--- src/rtl/vga_gradient_gen.sv ---
// vga_gradient_gen: multi-stop colour-gradient pixel generator between vga_sync and
// the RGB DAC pins. NUM_STOPS colour stops are interpolated along a horizontal,
// vertical or diagonal sweep through a 3-stage pipeline. Sync and video_on are
// delayed to stay aligned with the pixel.
// Ports: clk, reset (sync, active-high); x, y, video_on, hsync_in, vsync_in from
// vga_sync; frame_start (frame boundary pulse); sw/wr_stb/wr_idx stop write;
// mode_stb sweep-mode step; hsync, vsync, rgb, mode outputs.
// Build option: define FRAME_SYNC_EN to hold stop/mode updates in shadow registers
// until frame_start.
module vga_gradient_gen #(
  parameter int unsigned COLOR_W   = 12,
  parameter int unsigned NUM_STOPS = 2,
  parameter int unsigned H_ACTIVE  = 640,
  parameter int unsigned V_ACTIVE  = 480,
  parameter int unsigned COORD_W   = 10,
  localparam int unsigned IDX_W    = (NUM_STOPS > 2) ? $clog2(NUM_STOPS) : 1
) (
  input  logic               clk,
  input  logic               reset,
  input  logic [COORD_W-1:0] x,
  input  logic [COORD_W-1:0] y,
  input  logic               video_on,
  input  logic               hsync_in,
  input  logic               vsync_in,
  input  logic               frame_start,
  input  logic [COLOR_W-1:0] sw,
  input  logic               wr_stb,
  input  logic [IDX_W-1:0]   wr_idx,
  input  logic               mode_stb,
  output logic               hsync,
  output logic               vsync,
  output logic [COLOR_W-1:0] rgb,
  output logic [1:0]         mode
);

  localparam int unsigned CH_W  = COLOR_W / 3;
  localparam int unsigned E_MAX = H_ACTIVE + V_ACTIVE;
  localparam int unsigned T_W   = (COORD_W + 1 > $clog2(E_MAX + 1)) ? COORD_W + 1 : $clog2(E_MAX + 1);
  localparam int unsigned P_W   = CH_W + T_W + 1;
  localparam int unsigned SEGS  = NUM_STOPS - 1;

  localparam logic [T_W-1:0]   E_H    = T_W'(H_ACTIVE);
  localparam logic [T_W-1:0]   E_V    = T_W'(V_ACTIVE);
  localparam logic [T_W-1:0]   E_D    = T_W'(E_MAX);
  localparam logic [T_W-1:0]   S_H    = T_W'(H_ACTIVE / SEGS);
  localparam logic [T_W-1:0]   S_V    = T_W'(V_ACTIVE / SEGS);
  localparam logic [T_W-1:0]   S_D    = T_W'(E_MAX / SEGS);
  localparam logic [IDX_W-1:0] K_LAST = IDX_W'(NUM_STOPS - 2);

  typedef enum logic [1:0] {
    HORIZ = 2'd0,
    VERT  = 2'd1,
    DIAG  = 2'd2
  } mode_e;

  function automatic mode_e mode_next(input mode_e m);
    case (m)
      HORIZ:   return VERT;
      VERT:    return DIAG;
      default: return HORIZ;
    endcase
  endfunction

  logic [COLOR_W-1:0] stop_q [NUM_STOPS];
  logic [COLOR_W-1:0] stop_d [NUM_STOPS];
  mode_e              mode_q, mode_d;
  logic               wr_ok;

  assign wr_ok = wr_stb && (32'(wr_idx) < NUM_STOPS);

`ifdef FRAME_SYNC_EN
  logic [COLOR_W-1:0] stop_sh_q [NUM_STOPS];
  logic [COLOR_W-1:0] stop_sh_d [NUM_STOPS];
  mode_e              mode_sh_q, mode_sh_d;

  // Active set takes the shadow as it stood before this cycle's strobes.
  always_comb begin
    stop_sh_d = stop_sh_q;
    mode_sh_d = mode_sh_q;
    if (wr_ok)    stop_sh_d[wr_idx] = sw;
    if (mode_stb) mode_sh_d = mode_next(mode_sh_q);
    stop_d = stop_q;
    mode_d = mode_q;
    if (frame_start) begin
      stop_d = stop_sh_q;
      mode_d = mode_sh_q;
    end
  end

  always_ff @(posedge clk) begin
    if (reset) begin
      for (int unsigned i = 0; i < NUM_STOPS; i++) stop_sh_q[i] <= '0;
      mode_sh_q <= HORIZ;
    end else begin
      stop_sh_q <= stop_sh_d;
      mode_sh_q <= mode_sh_d;
    end
  end
`else
  logic unused_frame_start;
  assign unused_frame_start = frame_start;

  always_comb begin
    stop_d = stop_q;
    mode_d = mode_q;
    if (wr_ok)    stop_d[wr_idx] = sw;
    if (mode_stb) mode_d = mode_next(mode_q);
  end
`endif

  // Stage 1: position, segment index, offset and segment length; colours sampled here.
  logic [T_W-1:0]     ext, pos, seg, t_cl, thr, base;
  logic [IDX_W-1:0]   k;
  logic [T_W-1:0]     u1_d, l1_d, u1_q, l1_q;
  logic [COLOR_W-1:0] clo_d, chi_d, clo_q, chi_q;
  logic [2:0]         dly1_q, dly2_q, dly3_q;  // {video_on, hsync, vsync}

  always_comb begin
    ext = E_H;
    pos = T_W'(x);
    seg = S_H;
    case (mode_q)
      VERT: begin
        ext = E_V;
        pos = T_W'(y);
        seg = S_V;
      end
      DIAG: begin
        ext = E_D;
        pos = T_W'(x) + T_W'(y);
        seg = S_D;
      end
      default: ;
    endcase
    t_cl = (pos >= ext) ? ext - T_W'(1) : pos;
    // k = min(t/S, NUM_STOPS-2) by threshold compare against constant multiples of S.
    k    = '0;
    base = '0;
    thr  = '0;
    for (int unsigned j = 1; j + 1 < NUM_STOPS; j++) begin
      thr = seg * T_W'(j);
      if (t_cl >= thr) begin
        k    = IDX_W'(j);
        base = thr;
      end
    end
    u1_d  = t_cl - base;
    l1_d  = (k == K_LAST) ? ext - seg * T_W'(NUM_STOPS - 2) : seg;
    clo_d = stop_q[k];
    chi_d = stop_q[k + IDX_W'(1)];
  end

  // Stage 2: per-channel weighted sums.
  logic [2:0][P_W-1:0] sum_d, sum_q;
  logic [T_W-1:0]      l2_q;

  always_comb begin
    sum_d = '0;
    for (int unsigned c = 0; c < 3; c++) begin
      sum_d[c] = P_W'(clo_q[c*CH_W +: CH_W]) * P_W'(l1_q - u1_q)
               + P_W'(chi_q[c*CH_W +: CH_W]) * P_W'(u1_q);
    end
  end

  // Stage 3: divide and blank. L is never 0 for valid pixels; guard keeps the reset state defined.
  logic [P_W-1:0]     denom, quo;
  logic [COLOR_W-1:0] rgb_d, rgb_q;

  always_comb begin
    rgb_d = '0;
    quo   = '0;
    denom = (l2_q == '0) ? P_W'(1) : P_W'(l2_q);
    for (int unsigned c = 0; c < 3; c++) begin
      quo = sum_q[c] / denom;
      rgb_d[c*CH_W +: CH_W] = dly2_q[2] ? CH_W'(quo) : '0;
    end
  end

  always_ff @(posedge clk) begin
    if (reset) begin
      for (int unsigned i = 0; i < NUM_STOPS; i++) stop_q[i] <= '0;
      mode_q <= HORIZ;
      u1_q   <= '0;
      l1_q   <= '0;
      clo_q  <= '0;
      chi_q  <= '0;
      sum_q  <= '0;
      l2_q   <= '0;
      rgb_q  <= '0;
      dly1_q <= '0;
      dly2_q <= '0;
      dly3_q <= '0;
    end else begin
      stop_q <= stop_d;
      mode_q <= mode_d;
      u1_q   <= u1_d;
      l1_q   <= l1_d;
      clo_q  <= clo_d;
      chi_q  <= chi_d;
      sum_q  <= sum_d;
      l2_q   <= l1_q;
      rgb_q  <= rgb_d;
      dly1_q <= {video_on, hsync_in, vsync_in};
      dly2_q <= dly1_q;
      dly3_q <= dly2_q;
    end
  end

  assign rgb   = rgb_q;
  assign hsync = dly3_q[1];
  assign vsync = dly3_q[0];
  assign mode  = mode_q;

endmodule

--- config.mk ---
export PLATFORM = sky130hd
export DESIGN_NAME = vga_gradient_gen
export DESIGN_NICKNAME = d
export VERILOG_FILES = /design/src/rtl/vga_gradient_gen.sv
export SDC_FILE = /design/constraint.sdc
export NUM_CORES = 1
export LEC_CHECK = 0
export BUFFER_PORTS_ARGS = -buffer_cell sky130_fd_sc_hd__clkbuf_2
export CORE_MARGIN = 8
export CORE_UTILIZATION = 60
export CTS_CLUSTER_DIAMETER = 60
export CTS_CLUSTER_SIZE = 24
export DETAILED_ROUTE_END_ITERATION = 7
export PLACE_DENSITY = 0.81
export SYNTH_ARGS = -nofsm -noshare
export SYNTH_HDL_FRONTEND = slang
export SYNTH_SLANG_ARGS = --single-unit
--- constraint.sdc ---
create_clock -name clk -period 29.7 [get_ports clk]
set_clock_uncertainty 0.1 [all_clocks]
set_input_delay 8.91 -clock clk [delete_from_list [all_inputs] [get_ports clk]]
set_output_delay 8.91 -clock clk [all_outputs]
set_load 0.05 [all_outputs]
==> impl_summary.log, run 1 <==
INFO  metric status = completed
INFO  metric cts_max_path_buffers = 2
INFO  metric layout_min_cycle_time = 26.45 ns
INFO  metric num_vias = 26.6k
INFO  metric ys_types = 136
INFO  metric highest_net_fanout_along_the_worst_path = 44
INFO  metric totalNegativeSetupSlack = 0 ns
INFO  metric floorplan.core_area = 0.0478 mm²
INFO  metric synthesis_stage_register_bit_count = 139
INFO  metric vias_in_the_first_global_route = 25.5k
INFO  metric mostFrequentLayoutCell = sky130_fd_sc_hd__nand2_1
INFO  metric critical_path_buf_inv_count = 4
INFO  metric non_filler_instance_count_after_layout = 4327
INFO  metric synth_seq_area_share = 9.56%
INFO  metric num-nets-final = 4262
INFO  metric worst_ep_arrival_time = 26.65 ns
INFO  metric drt-vias-per-instance = 6.15
INFO  metric cts-hold-fix-buffers = 0
INFO  metric synth_nets = 4318
INFO  metric yosys_warnings = 0
INFO  metric drive_gt1_share = 7.62%
INFO  metric cts_repair_resize_count = 0
INFO  metric path_clk_slew = 0.07 ns
INFO  metric globalplace.congestion = 0.930
INFO  metric ant_nets = 0
INFO  metric setup_viol = 0
INFO  metric max_stage_delay = 0.69 ns
INFO  metric groute.layer.met2.usage = 41.7%
INFO  metric fraction_of_the_cycle_the_final_worst_path_needs = 89.1%
INFO  metric grt_pass1_wl = 121000 µm
INFO  metric num_antenna_cells = 0
INFO  metric most_used_routing_layer = met2
INFO  metric min_delay_path_depth = 1
INFO  metric number_of_antenna_violations_at_the_first_check_in_global_routing = 1
INFO  metric timing.critical_path.slowest_stage_cell = sky130_fd_sc_hd__nand2_2
INFO  metric cts_tree = built
INFO  metric place_inst = 4295
INFO  metric cts.sinks = 139
INFO  metric critPathKind = flop to flop
INFO  metric final_area = 0.0303 mm²
INFO  metric grtUsageMet1 = 33.6%
INFO  metric totalWireLength = 70800 µm
INFO  metric synthFlopType = sky130_fd_sc_hd__dfxtp_1
INFO  metric grt_setup_unrepaired = no
INFO  metric tritoncts.num_buffers = 17
INFO  metric rr_worst_depth = 104
INFO  metric timing.critical_path.to_type = flop
INFO  metric io_pins = 57
INFO  metric worstPathRequired = 29.90 ns
INFO  metric cts_setup_buffers = 0
INFO  metric htree_num_levels = 4
INFO  metric synthToLayoutAreaGrowth = 4.01%
INFO  metric synth.cell_area = 0.0291 mm²
INFO  metric die_h = 236 µm
INFO  metric wire_per_inst = 16.4 µm
INFO  metric track_usage = 25.2%
INFO  metric synthesis.instances = 3755
INFO  metric grt.met3_usage = 3.19%
INFO  metric drt_first_pass_iters = 6
INFO  metric hold_class = flop to flop
INFO  metric initial_utilization = 60.8%
INFO  metric io_buffer_count = 55
INFO  metric placement_rows = 80
INFO  metric grt_start_max_net_pins = 87
INFO  metric tightest_slew = 1.18 ns
INFO  metric cts_root_buffer = sky130_fd_sc_hd__clkbuf_16
INFO  metric r2r_slack = 3.25 ns
INFO  metric avgSynthCellArea = 7.75 µm²
INFO  metric maxClockFrequency = 37.8 MHz
INFO  metric timing.final.hold_violations = 0
INFO  metric critical_path_depth = 104
INFO  metric timing.slew.headroom = 21.5%
INFO  metric floorplan.die.width = 236 µm
INFO  metric place.detailed.hpwl = 56100 µm
INFO  metric grt-ovfl-total = 0
INFO  metric synth_edf_count = 0
INFO  metric async_reset_ff_share = 0%
INFO  metric drt_first_iter_violations = 1867
INFO  metric crit_path_start_kind = flop
INFO  metric clkLatencyLatePin = 0.47 ns
INFO  metric post-route-drc-count = 0
INFO  metric cap_violations = 0
INFO  metric postPlaceCellArea = 0.0297 mm²
INFO  metric worst_path_most_repeated_cell = sky130_fd_sc_hd__ha_1
INFO  metric mostFrequentLayoutCells = 409 x sky130_fd_sc_hd__nand2_1, 320 x sky130_fd_sc_hd__ha_1, 315 x sky130_fd_sc_hd__nor2_1, 291 x sky130_fd_sc_hd__inv_1, 256 x sky130_fd_sc_hd__a21oi_1
INFO  metric final_max_slew_viol_count = 0
INFO  metric cp_top_family = compound AO/OA/AOI/OAI gates
INFO  metric die_area = 0.0558 mm²
==> metal layers <==
metal / up-vias / wire, µm
met3: 135 / 4000
li1: 13108 / -
met2: 769 / 32300
met5: - / 0
met1: 12583 / 32400
met4: 0 / 2050
==> cell families after synthesis <==
family | synth area share (%)
AOI/OAI and AO/OA | 23.4
xor gates and xnor gates | 6.91
adders and majority gates | 27.7
and+or+nand+nor | 23.7
muxes | 2.70
buffers and inverters | 6.04
DFF | 9.56
==> path summary, 6_finish.rpt <==
path                  start         to
hold / removal    dly2_q[0]  dly3_q[0]
hold reg to reg   dly2_q[0]  dly3_q[0]
setup / recovery    l2_q[6]     rgb[0]
setup reg to reg    l2_q[6]     rgb[0]
==> metrics by stage <==
stage | setup slack, ns | hold WS (ns) | util (%)
floorplan | 6.66 | 0.314 | -
global placement | 3.90 | 0.318 | 62.0
detailed placement | 3.74 | 0.326 | 62.0
CTS | 3.67 | 0.343 | 63.3
global route | 1.04 | 0.363 | 63.3
finish | 3.25 | 0.339 | 63.3
==> flip-flops by register name (all words and copies together) (netlist names), 5 cells and up <==
| signal | cells |
|---|---|
| chi_d | 12 |
| chi_q | 12 |
| clo_d | 12 |
| clo_q | 12 |
| l1_q | 5 |
| l2_q | 5 |
| rgb | 12 |
| sum_q | 48 |
| u1_q | 11 |
==> cells in the mapped netlist, drive strengths merged, types with 14 or more instances <==
cell | instances | share of area (%)
o211ai | 34 | 0.98
mux2i | 31 | 1.1
clkbuf | 121 | 1.6
a31oi | 44 | 1.1
dfxtp | 139 | 9.6
a211oi | 33 | 0.98
nand2b | 28 | 0.60
a21o | 85 | 2.2
nand3 | 80 | 1.4
o21ai | 162 | 2.9
buf | 33 | 0.68
a31o | 15 | 0.45
nor2b | 79 | 1.7
mux2 | 39 | 1.6
or3 | 27 | 0.60
and3 | 31 | 0.67
fa | 202 | 14
o21bai | 43 | 1.1
or4 | 14 | 0.39
xnor2 | 140 | 4.2
o21a | 58 | 1.5
nor3 | 79 | 1.5
or2 | 33 | 0.71
a21boi | 21 | 0.65
a21oi | 259 | 4.5
nor2 | 319 | 4.1
nand4 | 34 | 0.75
and2 | 165 | 3.5
nand2 | 412 | 5.4
o31ai | 41 | 1.2
inv | 293 | 3.8
xor2 | 86 | 2.7
nor4 | 28 | 0.65
ha | 320 | 14
a2111oi | 14 | 0.64
nor3b | 17 | 0.49
==> layout make-up <==
| class | count | area, µm² |
|---|---|---|
| multi-input cells | 3168 | 24600 |
| fillers | 4283 | 17600 |
| well taps | 615 | 769 |
| repair buffers | 79 | 458 |
| clock buffers | 17 | 425 |
| flip-flops and latches | 139 | 2780 |
| inverters | 294 | 1100 |
| clock inverters | 15 | 168 |
Power of run 1 is not shown: default switching activity piles up to over one toggle a cycle in this logic, so the estimate is an artifact.
==> run 2, diff against run 1 <==
- CORE_UTILIZATION: 60 -> 50
- PLACE_DENSITY: 0.81 -> 0.7
==> run 2 against run 1 <==
Final cell count grew 3.5%. Register-to-register slack gained 0.18 ns. Core utilization shrank 10 points. Worst hold slack lost 0.0046 ns. Critical endpoint unchanged. Global-route usage shrank 3.8 points. Via count shrank 2.5%. Non-clock buffer count grew 1. Wire length grew 1.6%. Critical path type unchanged. Critical path depth shrank 3. Highest routed layer unchanged.
==> impl_summary.log, run 2 (synthesis gave the netlist of run 1 again) <==
INFO  metric cts_max_path_buffers = 2 (unchanged)
INFO  metric grt_start_max_net_pins = 72 (was 87)
INFO  metric path_clk_slew = 0.07 ns (about the same)
INFO  metric mostFrequentLayoutCells = 409 x sky130_fd_sc_hd__nand2_1, 320 x sky130_fd_sc_hd__ha_1, 315 x sky130_fd_sc_hd__nor2_1, 291 x sky130_fd_sc_hd__inv_1, 256 x sky130_fd_sc_hd__a21oi_1 (unchanged)
INFO  metric min_delay_path_depth = 1 (unchanged)
INFO  metric track_usage = 21.4% (was 25.2%)
INFO  metric wire_per_inst = 16.1 µm (was 16.4 µm)
INFO  metric drive_gt1_share = 7.60% (was 7.62%)
INFO  metric ff_to_ff_end = rgb[0] (unchanged)
INFO  metric cts-hold-fix-buffers = 0 (unchanged)
INFO  metric placement_rows = 88 (was 80)
INFO  metric worstPathRequired = 29.91 ns (was 29.90 ns)
INFO  metric fraction_of_the_cycle_the_final_worst_path_needs = 88.4% (was 89.1%)
INFO  metric grt_setup_unrepaired = no (unchanged)
INFO  metric worst_r2r_startpoint = l2_q[10] (was l2_q[6])
INFO  metric worst_path_most_repeated_cell = sky130_fd_sc_hd__ha_1 (unchanged)
INFO  metric final_max_slew_viol_count = 0 (unchanged)
INFO  metric timing.final.hold_violations = 0 (unchanged)
INFO  metric timing.critical_path.to_type = flop (unchanged)
INFO  metric mostFrequentLayoutCell = sky130_fd_sc_hd__nand2_1 (unchanged)
INFO  metric cts_setup_buffers = 0 (unchanged)
INFO  metric tightest_slew = 1.16 ns (was 1.18 ns)
INFO  metric worst_ep_arrival_time = 26.48 ns (was 26.65 ns)
INFO  metric timing.critical_path.slowest_stage_cell = sky130_fd_sc_hd__nor4_2 (was sky130_fd_sc_hd__nand2_2)
INFO  metric number_of_antenna_violations_at_the_first_check_in_global_routing = 0 (was 1)
INFO  metric hold_ws = 0.335 ns (was 0.339 ns)
INFO  metric drt-vias-per-instance = 5.79 (was 6.15)
INFO  metric hold_path.startpoint = dly2_q[1] (was dly2_q[0])
INFO  metric max_stage_delay = 0.71 ns (was 0.69 ns)
INFO  metric totalNegativeSetupSlack = 0 ns (unchanged)
INFO  metric place.detailed.hpwl = 57200 µm (was 56100 µm)
INFO  metric die_area = 0.0662 mm² (was 0.0558 mm²)
INFO  metric post-route-drc-count = 0 (unchanged)
INFO  metric totalWireLength = 71900 µm (was 70800 µm)
INFO  metric num_antenna_cells = 0 (unchanged)
INFO  metric ant_nets = 0 (unchanged)
INFO  metric drt_first_iter_violations = 1630 (was 1867)
INFO  metric io_buffer_count = 55 (unchanged)
INFO  metric max_flop_register = sum_q (unchanged)
INFO  metric cts.sinks = 139 (unchanged)
INFO  metric hold_path_end = dly3_q[1] (was dly3_q[0])
INFO  metric fin_util = 52.9% (was 63.3%)
INFO  metric cts_repair_resize_count = 0 (unchanged)
INFO  metric vias_in_the_first_global_route = 24.5k (was 25.5k)
INFO  metric cts_root_buffer = sky130_fd_sc_hd__clkbuf_16 (unchanged)
INFO  metric setup_viol = 0 (unchanged)
INFO  metric critPathKind = flop to flop (unchanged)
INFO  metric crit_path_start_kind = flop (unchanged)
INFO  metric r2r_slack = 3.43 ns (was 3.25 ns)
INFO  metric grt-ovfl-total = 0 (unchanged)
INFO  metric crit_path_start = l2_q[10] (was l2_q[6])
INFO  metric timing.slew.headroom = 21.8% (was 21.5%)
INFO  metric largest_register_ffs = 48 (unchanged)
INFO  metric cts_tree = built (unchanged)
INFO  metric maxClockFrequency = 38.1 MHz (was 37.8 MHz)
INFO  metric tritoncts.num_buffers = 17 (unchanged)
INFO  metric highest_net_fanout_along_the_worst_path = 36 (was 44)
INFO  metric synthToLayoutAreaGrowth = 4.61% (was 4.01%)
INFO  metric initial_utilization = 50.5% (was 60.8%)
INFO  metric hold_class = flop to flop (unchanged)
INFO  metric layout.filler_cells = 5563 (was 4283)
INFO  metric status = completed (unchanged)
INFO  metric io_pins = 57 (unchanged)
INFO  metric num_vias = 25.9k (was 26.6k)
INFO  metric globalplace.congestion = 0.897 (was 0.930)
INFO  metric htree_num_levels = 4 (unchanged)
INFO  metric num-nets-final = 4263 (was 4262)
INFO  metric die_h = 257 µm (was 236 µm)
INFO  metric clkLatencyLatePin = 0.49 ns (was 0.47 ns)
INFO  metric cap_violations = 0 (unchanged)
INFO  metric floorplan.core_area = 0.0576 mm² (was 0.0478 mm²)
INFO  metric rr_worst_depth = 101 (was 104)
INFO  metric grt_pass1_wl = 120000 µm (was 121000 µm)
INFO  metric layout_min_cycle_time = 26.27 ns (was 26.45 ns)
INFO  metric drt_first_pass_iters = 6 (unchanged)
INFO  metric floorplan.die.width = 257 µm (was 236 µm)
-- run 2: final cells by class --
type,count,area (µm²),share of cell area [%]
clock buffer,18,429,1.41
clock inverter,13,136,0.448
inverter,294,1100,3.63
multi-input combinational,3168,24600,80.7
sequential,139,2780,9.14
tap,765,957,3.14
timing repair buffer,80,465,1.53
-- run 2: worst max-delay path by stage --
stage,end,cells after the start,slack [ns]
final,rgb[0],101,3.43
after global routing,rgb[0],103,1.55
after CTS,rgb[0],101,3.74
after detailed placement,rgb[0],101,3.83
after global placement,rgb[0],100,4.01
after floorplan,rgb[0],108,6.66
-- run 2: stage by stage --
stage          cell area [µm²]  setup slack [ns]  cells
6_report                 30400              3.43   4477
5_1_grt                  30400              1.55   4477
4_1_cts                  30400              3.74   4477
3_5_place_dp             29900              3.83   4446
3_3_place_gp             29900              4.01   4446
2_1_floorplan            29100              6.66   3755
-- run 2: critical path: cells and delay by family (launching register included) --
kind                       cells  cell delay, ns
adders and majority gates     12            3.95
muxes                          2            0.72
buffers and inverters          2            0.40
AOI/OAI and AO/OA             49           11.78
DFF                            1            0.62
and+or+nand+nor               36            8.51
-- run 2: metal layers --
| layer | GRT usage, % | up-vias | part of all wire, % |
|---|---|---|---|
| met1 | 29.9 | 12140 | 49 |
| met2 | 34.3 | 580 | 45 |
| met3 | 2.76 | 83 | 4.4 |
| met4 | 5.95 | 0 | 2.3 |
| met5 | 0 | - | 0 |
| li1 | - | 13139 | - |
Power of run 2 is left out for the same reason.
==> run 3, diff against run 2 <==
- BUFFER_PORTS_ARGS: -buffer_cell sky130_fd_sc_hd__clkbuf_2 -> default
- DONT_BUFFER_PORTS: default -> 1
- PLACE_DENSITY: 0.7 -> 0.69
==> run 3 against run 2 <==
Worst hold slack lost 0.0016 ns. Maximum frequency decreased by 1.0%. Final cell count is 1.2% lower. Sequential share of layout area up 0.067 points. Sequential cell count unchanged. Count of clock-buffer cells in the layout stayed put. Core utilization fell by 0.38 points. Final area fell by 0.73%. Largest cell class unchanged.
==> impl_summary.log, run 3 (synthesis gave the netlist of run 1 again) <==
INFO  metric status = completed (unchanged)
INFO  metric io_pins = 57 (unchanged)
INFO  metric mostFrequentLayoutCell = sky130_fd_sc_hd__nand2_1 (unchanged)
INFO  metric htree_num_levels = 4 (unchanged)
INFO  metric critPathKind = flop to flop (unchanged)
INFO  metric max_stage_delay = 0.70 ns (was 0.71 ns)
INFO  metric crit_path_start_kind = flop (unchanged)
INFO  metric path_clk_slew = 0.07 ns (about the same)
INFO  metric cts_root_buffer = sky130_fd_sc_hd__clkbuf_16 (unchanged)
INFO  metric cap_violations = 0 (unchanged)
INFO  metric floorplan.core_area = 0.0576 mm² (unchanged)
INFO  metric layout_min_cycle_time = 26.54 ns (was 26.27 ns)
INFO  metric worst_r2r_startpoint = l2_q[10] (unchanged)
INFO  metric hold_class = flop to flop (unchanged)
INFO  metric vias_in_the_first_global_route = 24.8k (was 24.5k)
INFO  metric grt_setup_unrepaired = no (unchanged)
INFO  metric worstPathRequired = 29.91 ns (about the same)
INFO  metric initial_utilization = 50.5% (unchanged)
INFO  metric die_area = 0.0662 mm² (unchanged)
INFO  metric drive_gt1_share = 6.18% (was 7.60%)
INFO  metric drt_first_iter_violations = 1485 (was 1630)
INFO  metric drt_first_pass_iters = 6 (unchanged)
INFO  metric worst_path_most_repeated_cell = sky130_fd_sc_hd__ha_1 (unchanged)
INFO  metric tightest_slew = 1.20 ns (was 1.16 ns)
INFO  metric fraction_of_the_cycle_the_final_worst_path_needs = 89.4% (was 88.4%)
INFO  metric highest_net_fanout_along_the_worst_path = 41 (was 36)
INFO  metric track_usage = 21.6% (was 21.4%)
INFO  metric ant_nets = 0 (unchanged)
INFO  metric cts.sinks = 139 (unchanged)
INFO  metric tritoncts.num_buffers = 17 (unchanged)
INFO  metric grt_pass1_wl = 122000 µm (was 120000 µm)
INFO  metric ff_to_ff_end = rgb[0] (unchanged)
INFO  metric grt-ovfl-total = 0 (unchanged)
INFO  metric io_buffer_count = 0 (was 55)
INFO  metric max_flop_register = sum_q (unchanged)
INFO  metric cts_setup_buffers = 0 (unchanged)
INFO  metric maxClockFrequency = 37.7 MHz (was 38.1 MHz)
INFO  metric cts_max_path_buffers = 2 (unchanged)
INFO  metric drt-vias-per-instance = 5.83 (was 5.79)
INFO  metric number_of_antenna_violations_at_the_first_check_in_global_routing = 0 (unchanged)
INFO  metric timing.critical_path.slowest_stage_cell = sky130_fd_sc_hd__nor4_2 (unchanged)
INFO  metric synthToLayoutAreaGrowth = 3.84% (was 4.61%)
INFO  metric cts_repair_resize_count = 0 (unchanged)
INFO  metric timing.critical_path.to_type = flop (unchanged)
INFO  metric crit_path_start = l2_q[10] (unchanged)
INFO  metric final_max_slew_viol_count = 0 (unchanged)
INFO  metric grt_start_max_net_pins = 129 (was 72)
INFO  metric globalplace.congestion = 0.895 (was 0.897)
INFO  metric floorplan.die.width = 257 µm (unchanged)
INFO  metric worst_ep_arrival_time = 26.76 ns (was 26.48 ns)
INFO  metric wire_per_inst = 16.4 µm (was 16.1 µm)
INFO  metric totalNegativeSetupSlack = 0 ns (unchanged)
INFO  metric rr_worst_depth = 102 (was 101)
INFO  metric num-nets-final = 4206 (was 4263)
INFO  metric placement_rows = 88 (unchanged)
INFO  metric num_vias = 25.8k (was 25.9k)
INFO  metric totalWireLength = 72300 µm (was 71900 µm)
INFO  metric r2r_slack = 3.16 ns (was 3.43 ns)
INFO  metric die_h = 257 µm (unchanged)
INFO  metric place.detailed.hpwl = 57100 µm (was 57200 µm)
INFO  metric timing.final.hold_violations = 0 (unchanged)
INFO  metric cts-hold-fix-buffers = 0 (unchanged)
INFO  metric cts_tree = built (unchanged)
INFO  metric min_delay_path_depth = 1 (unchanged)
INFO  metric cp-endpoint = rgb[0] (unchanged)
INFO  metric largest_register_ffs = 48 (unchanged)
INFO  metric mostFrequentLayoutCells = 409 x sky130_fd_sc_hd__nand2_1, 320 x sky130_fd_sc_hd__ha_1, 315 x sky130_fd_sc_hd__nor2_1, 291 x sky130_fd_sc_hd__inv_1, 256 x sky130_fd_sc_hd__a21oi_1 (unchanged)
INFO  metric timing.slew.headroom = 19.6% (was 21.8%)
INFO  metric setup_viol = 0 (unchanged)
INFO  metric post-route-drc-count = 0 (unchanged)
INFO  metric clkLatencyLatePin = 0.48 ns (was 0.49 ns)
==> run 3: changes by cell type in the layout (fill, tap and decap cells not counted), sizes merged <==
cell,delta
clkbuf,-54
bufinv,+3
clkinv,-1
diode,+1
clkinvlp,-2
buf,-3
inv,+1
==> run 3: final cells by class <==
class / count / area, µm²
Fill cell: 5576 / 27400
Clock inverter: 14 / 205
Clock buffer: 18 / 429
Sequential cell: 139 / 2780
Multi-Input combinational cell: 3168 / 24600
Antenna cell: 1 / 2.50
Timing Repair Buffer: 23 / 173
Inverter: 294 / 1100
Tap cell: 765 / 957
==> run 3: per-layer routing <==
metal / global-route usage, % / up-vias / share of wire (%)
met4: 6.24 / 0 / 2.2
met3: 3.58 / 106 / 4.8
met2: 34.9 / 544 / 45
li1: - / 13013 / -
met5: 0 / - / 0
met1: 29.4 / 12124 / 48
==> run 3: worst min-delay path by stage <==
stage / start / endpoint / slack, ns
global placement: dly1_q[1] / dly2_q[1] / 0.32
global route: dly2_q[0] / dly3_q[0] / 0.35
detailed placement: dly1_q[1] / dly2_q[1] / 0.32
floorplan: dly1_q[0] / dly2_q[0] / 0.31
finish: dly1_q[1] / dly2_q[1] / 0.33
CTS: dly1_q[1] / dly2_q[1] / 0.34
==> run 3: stage by stage <==
step	hold WS [ns]	utilization (%)	cells	setup slack [ns]	instance area [µm²]
2_1_floorplan	0.314	-	3755	6.66	29100
3_3_place_gp	0.317	51.4	4389	3.57	29600
3_5_place_dp	0.322	51.4	4389	3.58	29600
4_1_cts	0.337	52.5	4421	3.43	30200
5_1_grt	0.352	52.5	4421	0.960	30200
6_report	0.333	52.5	4422	3.16	30200
==> run 3: worst max-delay path: cells and delay by family (launching register included) <==
| family | cells | cell delay, ns |
|---|---|---|
| buf+inv | 3 | 0.87 |
| simple gates | 35 | 8.67 |
| compound gates | 50 | 11.46 |
| flops | 1 | 0.60 |
| mux | 2 | 0.71 |
| fa+ha+maj | 12 | 3.94 |
Power of run 3 is left out for the same reason.
